<file path="config.mk">
export PLATFORM = sky130hd
export DESIGN_NAME = crcu_rst_ctl_apb_regs
export DESIGN_NICKNAME = d
export VERILOG_FILES = /design/src/rtl/crcu_pkg.sv /design/src/rtl/crcu_apb_slv_fsm.sv /design/src/rtl/crcu_rst_ctl_apb_regs.sv
export SDC_FILE = /design/constraint.sdc
export NUM_CORES = 1
export LEC_CHECK = 0
export BUFFER_PORTS_ARGS = -buffer_cell sky130_fd_sc_hd__buf_2
export CAP_MARGIN = 10
export CELL_PAD_IN_SITES_DETAIL_PLACEMENT = 1
export CELL_PAD_IN_SITES_GLOBAL_PLACEMENT = 2
export CORE_MARGIN = 2
export CORE_UTILIZATION = 32
export CTS_BUF_LIST = sky130_fd_sc_hd__clkbuf_8
export DETAILED_ROUTE_END_ITERATION = 16
export PLACE_DENSITY = 0.79
export SLEW_MARGIN = 10
export SYNTH_ARGS = -nofsm -noshare
export SYNTH_HDL_FRONTEND = slang
export SYNTH_HIERARCHICAL = 1
export SYNTH_SLANG_ARGS = --single-unit
</file>
<file path="constraint.sdc">
create_clock -name CRCU_CLK -period 2.6 [get_ports CRCU_CLK]
set_clock_uncertainty 0.15 [all_clocks]
set_input_delay 0.13 -clock CRCU_CLK [delete_from_list [all_inputs] [get_ports CRCU_CLK]]
set_output_delay 0.13 -clock CRCU_CLK [all_outputs]
set_load 0.005 [all_outputs]
</file>
<file path="src/rtl/crcu_pkg.sv">
// crcu_pkg: shared register offsets, field positions and APB slave state type for CRCU register blocks
package crcu_pkg;
  localparam int RST_CTL_OFS = 'h00;
  localparam int RST_STATUS_OFS = 'h04;
  localparam int RST_CNT_CLR_OFS = 'h08;
  localparam int RST_EN_BIT = 0;
  localparam int SW_RST_REQ_BIT = 1;
  localparam int RST_DUR_LSB = 3;
  localparam int RST_DUR_MSB = 18;
  localparam logic [31:0] SW_RST_REQ_MASK = 32'd1 << SW_RST_REQ_BIT;
  localparam logic [31:0] RST_CTL_WMASK = ((32'd1 << (RST_DUR_MSB + 1)) - (32'd1 << RST_DUR_LSB))
                                          | SW_RST_REQ_MASK | (32'd1 << RST_EN_BIT);
  localparam logic [31:0] RST_CTL_RMASK = RST_CTL_WMASK & ~SW_RST_REQ_MASK;
  typedef enum logic [1:0] {IDLE, SETUP, ACCESS, WAIT} apb_state_e;
endpackage

</file>
<file path="src/rtl/crcu_apb_slv_fsm.sv">
// crcu_apb_slv_fsm: APB slave handshake FSM with a 3-bit wait-state counter and registered PREADY
module crcu_apb_slv_fsm import crcu_pkg::*; #(
  parameter int WAIT_STATES = 0
) (
  input  logic clk,
  input  logic rst,
  input  logic psel,
  input  logic penable,
  output logic pready,
  output logic ready_set
);
  localparam logic [2:0] WS = 3'(WAIT_STATES);
  apb_state_e state;
  logic [2:0] cnt;
  // ready_set marks the edge that opens the single PREADY cycle
  assign ready_set = psel && (state == SETUP ? WS == 3'd0
                                             : (state == ACCESS || state == WAIT) && !pready && cnt == 3'd1);
  always_ff @(posedge clk or posedge rst) begin
    if (rst) begin
      state <= IDLE;
      cnt <= 3'd0;
      pready <= 1'b0;
    end else begin
      pready <= ready_set;
      if (!psel) state <= IDLE;
      else if (state == IDLE) state <= penable ? IDLE : SETUP;
      else if (state == SETUP) begin
        state <= ACCESS;
        cnt <= WS;
      end else begin
        state <= pready ? IDLE : WAIT;
        cnt <= cnt - 3'd1;
      end
    end
  end
endmodule

</file>
<file path="src/rtl/crcu_rst_ctl_apb_regs.sv">
// crcu_rst_ctl_apb_regs: APB register block owning the reset-control word, with reset status,
// saturating reset-event counter and write protection while the looped-back reset is active
module crcu_rst_ctl_apb_regs import crcu_pkg::*; #(
  parameter int ADDR_W = 8,
  parameter int WAIT_STATES = 0,
  parameter logic [15:0] RST_DUR_DEFAULT = 16'd16
) (
  input  logic              CRCU_CLK,
  input  logic              CRCU_RST,
  input  logic              PSEL,
  input  logic              PENABLE,
  input  logic              PWRITE,
  input  logic [ADDR_W-1:0] PADDR,
  input  logic [31:0]       PWDATA,
  output logic [31:0]       PRDATA,
  output logic              PREADY,
  output logic              PSLVERR,
  input  logic              rst_obs,
  output logic [31:0]       rst_ctl_reg
);
  logic [ADDR_W-1:0] ofs;
  logic is_ctl, is_sts, is_clr, rd_err, wr, rise, ready_set, rst_obs_q;
  logic [15:0] rst_count;
  logic [31:0] rd_data;
  crcu_apb_slv_fsm #(.WAIT_STATES(WAIT_STATES)) u_fsm (
    .clk(CRCU_CLK),
    .rst(CRCU_RST),
    .psel(PSEL),
    .penable(PENABLE),
    .pready(PREADY),
    .ready_set(ready_set)
  );
  always_comb begin
    ofs = PADDR & ~ADDR_W'(3);
    is_ctl = ofs == ADDR_W'(RST_CTL_OFS);
    is_sts = ofs == ADDR_W'(RST_STATUS_OFS);
    is_clr = ofs == ADDR_W'(RST_CNT_CLR_OFS);
    rd_data = is_ctl ? rst_ctl_reg & RST_CTL_RMASK : is_sts ? {rst_count, 15'd0, rst_obs_q} : 32'd0;
    rd_err = !(is_ctl || is_sts || is_clr) || (is_ctl && PWRITE && rst_obs_q);
    wr = PREADY && PSEL && PENABLE && PWRITE;
    rise = rst_obs && !rst_obs_q;
  end
  // PSLVERR held from the ready edge tells the commit whether this RST_CTL write was protected
  always_ff @(posedge CRCU_CLK or posedge CRCU_RST) begin
    if (CRCU_RST) begin
      rst_ctl_reg <= 32'(RST_DUR_DEFAULT) << RST_DUR_LSB;
      PRDATA <= 32'd0;
      PSLVERR <= 1'b0;
      rst_count <= 16'd0;
      rst_obs_q <= 1'b0;
    end else begin
      rst_obs_q <= rst_obs;
      PRDATA <= (ready_set && !PWRITE) ? rd_data : 32'd0;
      PSLVERR <= ready_set && rd_err;
      rst_count <= (wr && is_clr && PWDATA[0]) ? 16'd0
                 : (rise && rst_count != 16'hFFFF) ? rst_count + 16'd1 : rst_count;
      rst_ctl_reg <= !(wr && is_ctl) ? rst_ctl_reg & ~SW_RST_REQ_MASK
                   : PSLVERR ? {rst_ctl_reg[31:1], PWDATA[0]} & ~SW_RST_REQ_MASK
                   : PWDATA & RST_CTL_WMASK;
    end
  end
endmodule

</file>
# Word-level counts from Yosys, hierarchy flattened
# Cells that the tools add are included.
# word_totals
register_bits	88
input_bits	46
output_inout_bits	66
wordCells	63
# op_classes
addsub	2
eq_ne	7
n_mux	14
bitwise_logic	2
n_reduce_logical	28
# ops
operator	n
$mux 32	5
$mux 16	2
$add 16x1->16 const B	1
$ne 16x16->1 const B	1
$logic_and 1x1->1	15
$logic_not 8->1	1
$mux 2	4
$eq 6x1->1 const B	1
$eq 6x2->1 const B	1
$eq 2x2->1 const B	2
$logic_not 1->1	4
$logic_or 1x1->1	4
$reduce_and 2->1	2
$eq 3x1->1 const B	1
$mux 3	1
$sub 3x1->3 const B	1
$eq 2x1->1 const B	1
$logic_not 2->1	1
$mux 1	2
$not 1->1	2
$reduce_bool 2->1	1

# Longest topological paths before layout
# depth
word_depth	8
ltp_mapped	8
ltp_nobuf	7

# Hierarchy
# The synthesis kept the hierarchy.
# modules_own_cells
mod	n_inst	cells_per_inst	area_per_inst_um2	seq_area_each_um2
crcu_rst_ctl_apb_regs	1	238	2917.8	1652.8
crcu_apb_slv_fsm	1	27	317.8	150.1

# Worst setup path after synthesis
# Ideal clock, no wire load.
# synth_timing
path_kind	flip-flop to flip-flop
from	register rst_count[0]
to	register rst_count[0]
setup_ns	0.118
arrival_ns	1.559
required_ns	2.332
slack_ns	0.772
stages_incl_launch_ff	7
path_buffers	1
period_less_slack_ns	1.828
cell_sequence	dfrtp_1 -> ha_1 -> nand4_1 -> o41ai_4 -> buf_6 -> xor2_1 -> nor2_1
# synth_via
elab_chain_cells	3
word_cells_on_any_way	6
cone_classes	1 x add/sub; 1 x eq/ne; 2 x mux; 2 x reduce/logical
# synth_rtl
item	line_no	text
start, declared	crcu_rst_ctl_apb_regs.sv:23	logic [15:0] rst_count;
start signal, assigned	crcu_rst_ctl_apb_regs.sv:55	rst_count <= (wr && is_clr && PWDATA[0]) ? 16'd0
$add 16x1->16 / $ne 16x16->1 (equally long branches)	crcu_rst_ctl_apb_regs.sv:56	: (rise && rst_count != 16'hFFFF) ? rst_count + 16'd1 : rst_count;
$mux 16 / $logic_and 1x1->1 (equally long branches)	crcu_rst_ctl_apb_regs.sv:56	
$mux 16 / $reduce_bool 2->1 (equally long branches)	-	
# Parallel ways exist; a longest one is shown, timed or not. The select of a mux whose other input is x is not followed.
# A chain may end at the register's enable or synchronous reset.

# Final worst setup path
# layout_timing
from	register u_fsm.cnt[1]
to	register PRDATA[3]
# layout_via
elab_chain_cells	6
# layout_rtl
item	line_no	text
start, declared	crcu_apb_slv_fsm.sv:14	logic [2:0] cnt;
start signal, assigned	crcu_apb_slv_fsm.sv:32	cnt <= cnt - 3'd1;
$eq 3x1->1	crcu_apb_slv_fsm.sv:17	: (state == ACCESS || state == WAIT) && !pready && cnt == 3'd1);
$logic_and 1x1->1	crcu_apb_slv_fsm.sv:17	
$mux 1	crcu_apb_slv_fsm.sv:16	assign ready_set = psel && (state == SETUP ? WS == 3'd0
$logic_and 1x1->1	crcu_apb_slv_fsm.sv:16	
via ready_set	crcu_rst_ctl_apb_regs.sv:22	logic is_ctl, is_sts, is_clr, rd_err, wr, rise, ready_set, rst_obs_q;
$logic_and 1x1->1	crcu_rst_ctl_apb_regs.sv:53	PRDATA <= (ready_set && !PWRITE) ? rd_data : 32'd0;
$mux 32	crcu_rst_ctl_apb_regs.sv:53	
end signal, assigned	crcu_rst_ctl_apb_regs.sv:53	
end, declared	crcu_rst_ctl_apb_regs.sv:15	output logic [31:0] PRDATA,
# The timed path passes the listed nets, and every way through them passes these cells.

==> impl_metrics.py <==
metrics = {
    "layout": {
        "largest_register_ff_count": 30,
        "drive_gt1_frac": 0.4380,
        "instances_no_fill": 512,
        "fillCellCount": 1093,
        "area_added_between_synthesis_and_finish_pct": 28.19,
        "nets_finish": 423,
        "antenna_cells": 0,
    },
    "setup_path": {
        "critical_path.max_fanout": 13,
        "critical_path.max_stage_delay_ps": 610,
        "critPathRequiredTime_ps": 2740,
        "critical_path.n_buffers_inverters": 1,
        "crit_path_start_kind": "flip-flop",
        "worstSetupEndpointType": "flip-flop",
        "worst-path-stages": 7,
        "crit_path_cell_trace": "inv_1 -> ha_1 -> and4bb_1 -> o21a_1 -> nand3_1 -> nor2_1 -> and2_2",
        "slowest_stage": "sky130_fd_sc_hd__nor2_1",
        "r2r-end": "PRDATA[3]",
        "crit_family": "simple AND/OR/NAND/NOR gates",
        "critical_path_arrival_ps": 2320,
        "r2r_setup_slack_ps": 420,
        "r2r_cell_count": 7,
        "rr_startpoint": "u_fsm/cnt[1]",
        "setup.worst_path.class": "reg2reg",
    },
    "worst_hold_path": {
        "hold-path-endpoint": "PSLVERR",
        "hold_path_startpoint": "PADDR[6]",
        "hp-class": "in2reg",
        "holdPathStages": 3,
    },
    "drt": {
        "via_per_inst": 4.625,
        "drc_violation_count_after_routing": 0,
        "detail_route.first_pass.iterations": 4,
        "routed_wl_um": 7290,
        "drt-initial-drc-count": 56,
        "wl_per_cell_um": 14.24,
        "vias": 2368,
        "drt.antenna.violating_nets": 0,
    },
    "global_routing": {
        "global_route.usage.total": 0.1409,
        "antenna_found_initial": 0,
        "wire_length_of_the_first_global_routing_pass_um": 12120,
        "grt_max_degree": 36,
        "grt_pass1_vias": 2408,
        "grt_overflow_total": 0,
    },
    "yosys": {
        "synthCells": 265,
        "synth.yosys.seq_area_share": 0.5572,
        "async_set_or_reset_register_ratio_after_synthesis": 1.000,
        "synth-edff-count": 0,
        "post_synth_num_cell_types": 50,
        "post_synth_instance_area_um2": 3236,
        "post_synth_main_area_contributors": "sky130_fd_sc_hd__dfrtp_1 55%, sky130_fd_sc_hd__and2_2 6.3%, sky130_fd_sc_hd__mux2_2 5.9%",
        "prevailing_post_synth_register_cell": "sky130_fd_sc_hd__dfrtp_1",
        "synthDominantCellAreaShare": 0.5491,
        "synthesis.yosys.warnings": 6,
        "synthesis.area_per_instance_um2": 12.21,
        "synth_top_cell_by_area": "sky130_fd_sc_hd__dfrtp_1",
        "post_synthesis_register_bit_count": 72,
    },
    "timing": {
        "worst_slew_pin_slew_ps": 757.5,
        "postLayoutSetupSlackWorst_ps": 420.5,
        "setup_viol_count_final": 0,
        "report.final.hold_viol_count": 0,
        "finalMaxSlewViolations": 0,
        "setup-tns-final_ps": 0,
        "final_period_minus_worst_setup_slack_ps": 2179,
        "layout_worst_path_cycle_share": 0.8383,
        "max_clock_freq_mhz": 458.8,
        "grt_setup_unrepaired": "no",
        "slew_headroom": 0.4931,
    },
    "clock_network": {
        "cts_buffers": 9,
        "clock_sink_count": 72,
        "cts_max_level": 3,
        "cts_tree": "yes",
        "insertion_delay_ps": 350,
        "post_cts.resized_instances": 0,
        "clock_tree.root_cell": "sky130_fd_sc_hd__clkbuf_8",
        "clkSlewWorstSetupHoldPaths_ps": 80,
        "cts-root-to-sink-buffers": 2,
    },
    "power_and_ir_drop": {
        "total_power_mw": 2.429,
        "total_leakage_power_nw": 2.141,
        "vdd_ir_drop_max_v": 0.0002046,
        "power_per_cell_area_nw_per_um2": 585.5,
    },
    "placed_design": {
        "finalWeightedCongestion": 0.7418,
        "place_hpwl_um": 5130,
        "dp_worst_setup_slack_ps": 364.9,
        "port-buffer-count": 79,
        "place_inst": 474,
    },
    "run": {
        "timing.max_cap.violations": 0,
    },
    "floorplan": {
        "top_level_ports": 112,
        "floorplan_die_height_um": 104.6,
        "start_util": 0.3310,
        "core_area_um2": 9774,
        "rows": 36,
        "floorplan.die.width_um": 104.6,
        "design.die.area_um2": 10930,
    },
    "outcome": {
        "status": "completed",
    },
}
-- layout by cell type, fill, tap and decap left out, drive strengths merged, types with 2 or more instances in the layout --
cell type	Yosys	routed
buf	21	85
dfrtp	71	71
and2	28	28
dlygate4sd3	0	22
mux2	17	17
conb	1	16
o21ai	13	13
a21oi	13	13
or3	12	12
nor2	11	11
inv	8	11
clkbuf	3	9
nand4	9	9
nand2	8	8
nand3	8	8
mux2i	5	5
and4	3	3
ha	3	3
and3	3	3
o21a	3	3
xor2	2	2
clkinvlp	0	2
and2b	2	2
a21boi	2	2
nor3	2	2
-- cell usage after synthesis (all sizes together), types with 2 or more instances --
cell	count
dfrtp	71
and2	28
buf	21
mux2	17
a21oi	13
o21ai	13
or3	12
nor2	11
nand4	9
inv	8
nand2	8
nand3	8
mux2i	5
and3	3
and4	3
clkbuf	3
ha	3
o21a	3
a21boi	2
and2b	2
nor3	2
xor2	2
-- routing by layer --
| metal | vias up | track usage | share of wire |
|---|---|---|---|
| met4 | 0 | 0.06274 | 0.019 |
| met1 | 1174 | 0.1827 | 0.45 |
| li1 | 1113 | - | - |
| met2 | 70 | 0.2236 | 0.48 |
| met3 | 11 | 0.03369 | 0.053 |
| met5 | - | 0 | 0 |
-- cell families after synthesis --
family,count (synthesis),share of synthesized area
compound gates,40,0.08353
xor+xnor,2,0.005415
buf+inv,32,0.06612
fa+ha+maj,3,0.01160
flops,72,0.5572
simple gates,93,0.2003
mux,22,0.07463
other cells,1,0.001159
-- worst max path at each step --
stage	startpoint	to	slack [ps]
floorplan	CRCU_RST	PRDATA[0]	670
global placement	u_fsm/cnt[1]	PRDATA[6]	430
detailed placement	u_fsm/cnt[1]	PRDATA[3]	360
CTS	u_fsm/cnt[1]	PRDATA[3]	330
global route	u_fsm/cnt[1]	PRDATA[3]	190
finish	u_fsm/cnt[1]	PRDATA[3]	420
-- where the power goes --
group / switching (mW) / total, mW / internal (mW)
clock network: 0.449 / 0.900 / 0.451
registers: 0.0761 / 1.26 / 1.18
logic: 0.139 / 0.272 / 0.132
total: 0.665 / 2.43 / 1.76
-- stage by stage --
step                hold slack, ps  area (µm²)  utilization
floorplan                   -229.0        3292            -
global placement            -66.94        3727       0.3813
detailed placement          -65.50        3727       0.3813
CTS                          4.521        4148       0.4243
global route                 46.17        4148       0.4243
finish                       9.359        4148       0.4243
-- repair_timing --
action / 4_1_cts / 5_1_grt
hold buffers: 22 / 0
buffers inserted: 0 / 0
hold endpoints to repair: 60 / 0
endpoints found under the setup margin: 0 / 0
-- layout make-up --
| cell class | instances | area, µm² | share of cell area |
|---|---|---|---|
| well taps | 133 | 166.4 | 0.04012 |
| repair buffers | 107 | 673.1 | 0.1623 |
| multi-input cells | 176 | 1275 | 0.3074 |
| flip-flops and latches | 72 | 1803 | 0.4347 |
| clock buffers | 9 | 123.9 | 0.02986 |
| inverters | 8 | 30.03 | 0.007240 |
| clock inverters | 7 | 76.32 | 0.01840 |
-- worst min-delay path: stages --
cell,delay (ps)
sky130_fd_sc_hd__buf_2,100
sky130_fd_sc_hd__nor4_4,50
sky130_fd_sc_hd__a21boi_0,170
Power figures use the tool's default switching activity.
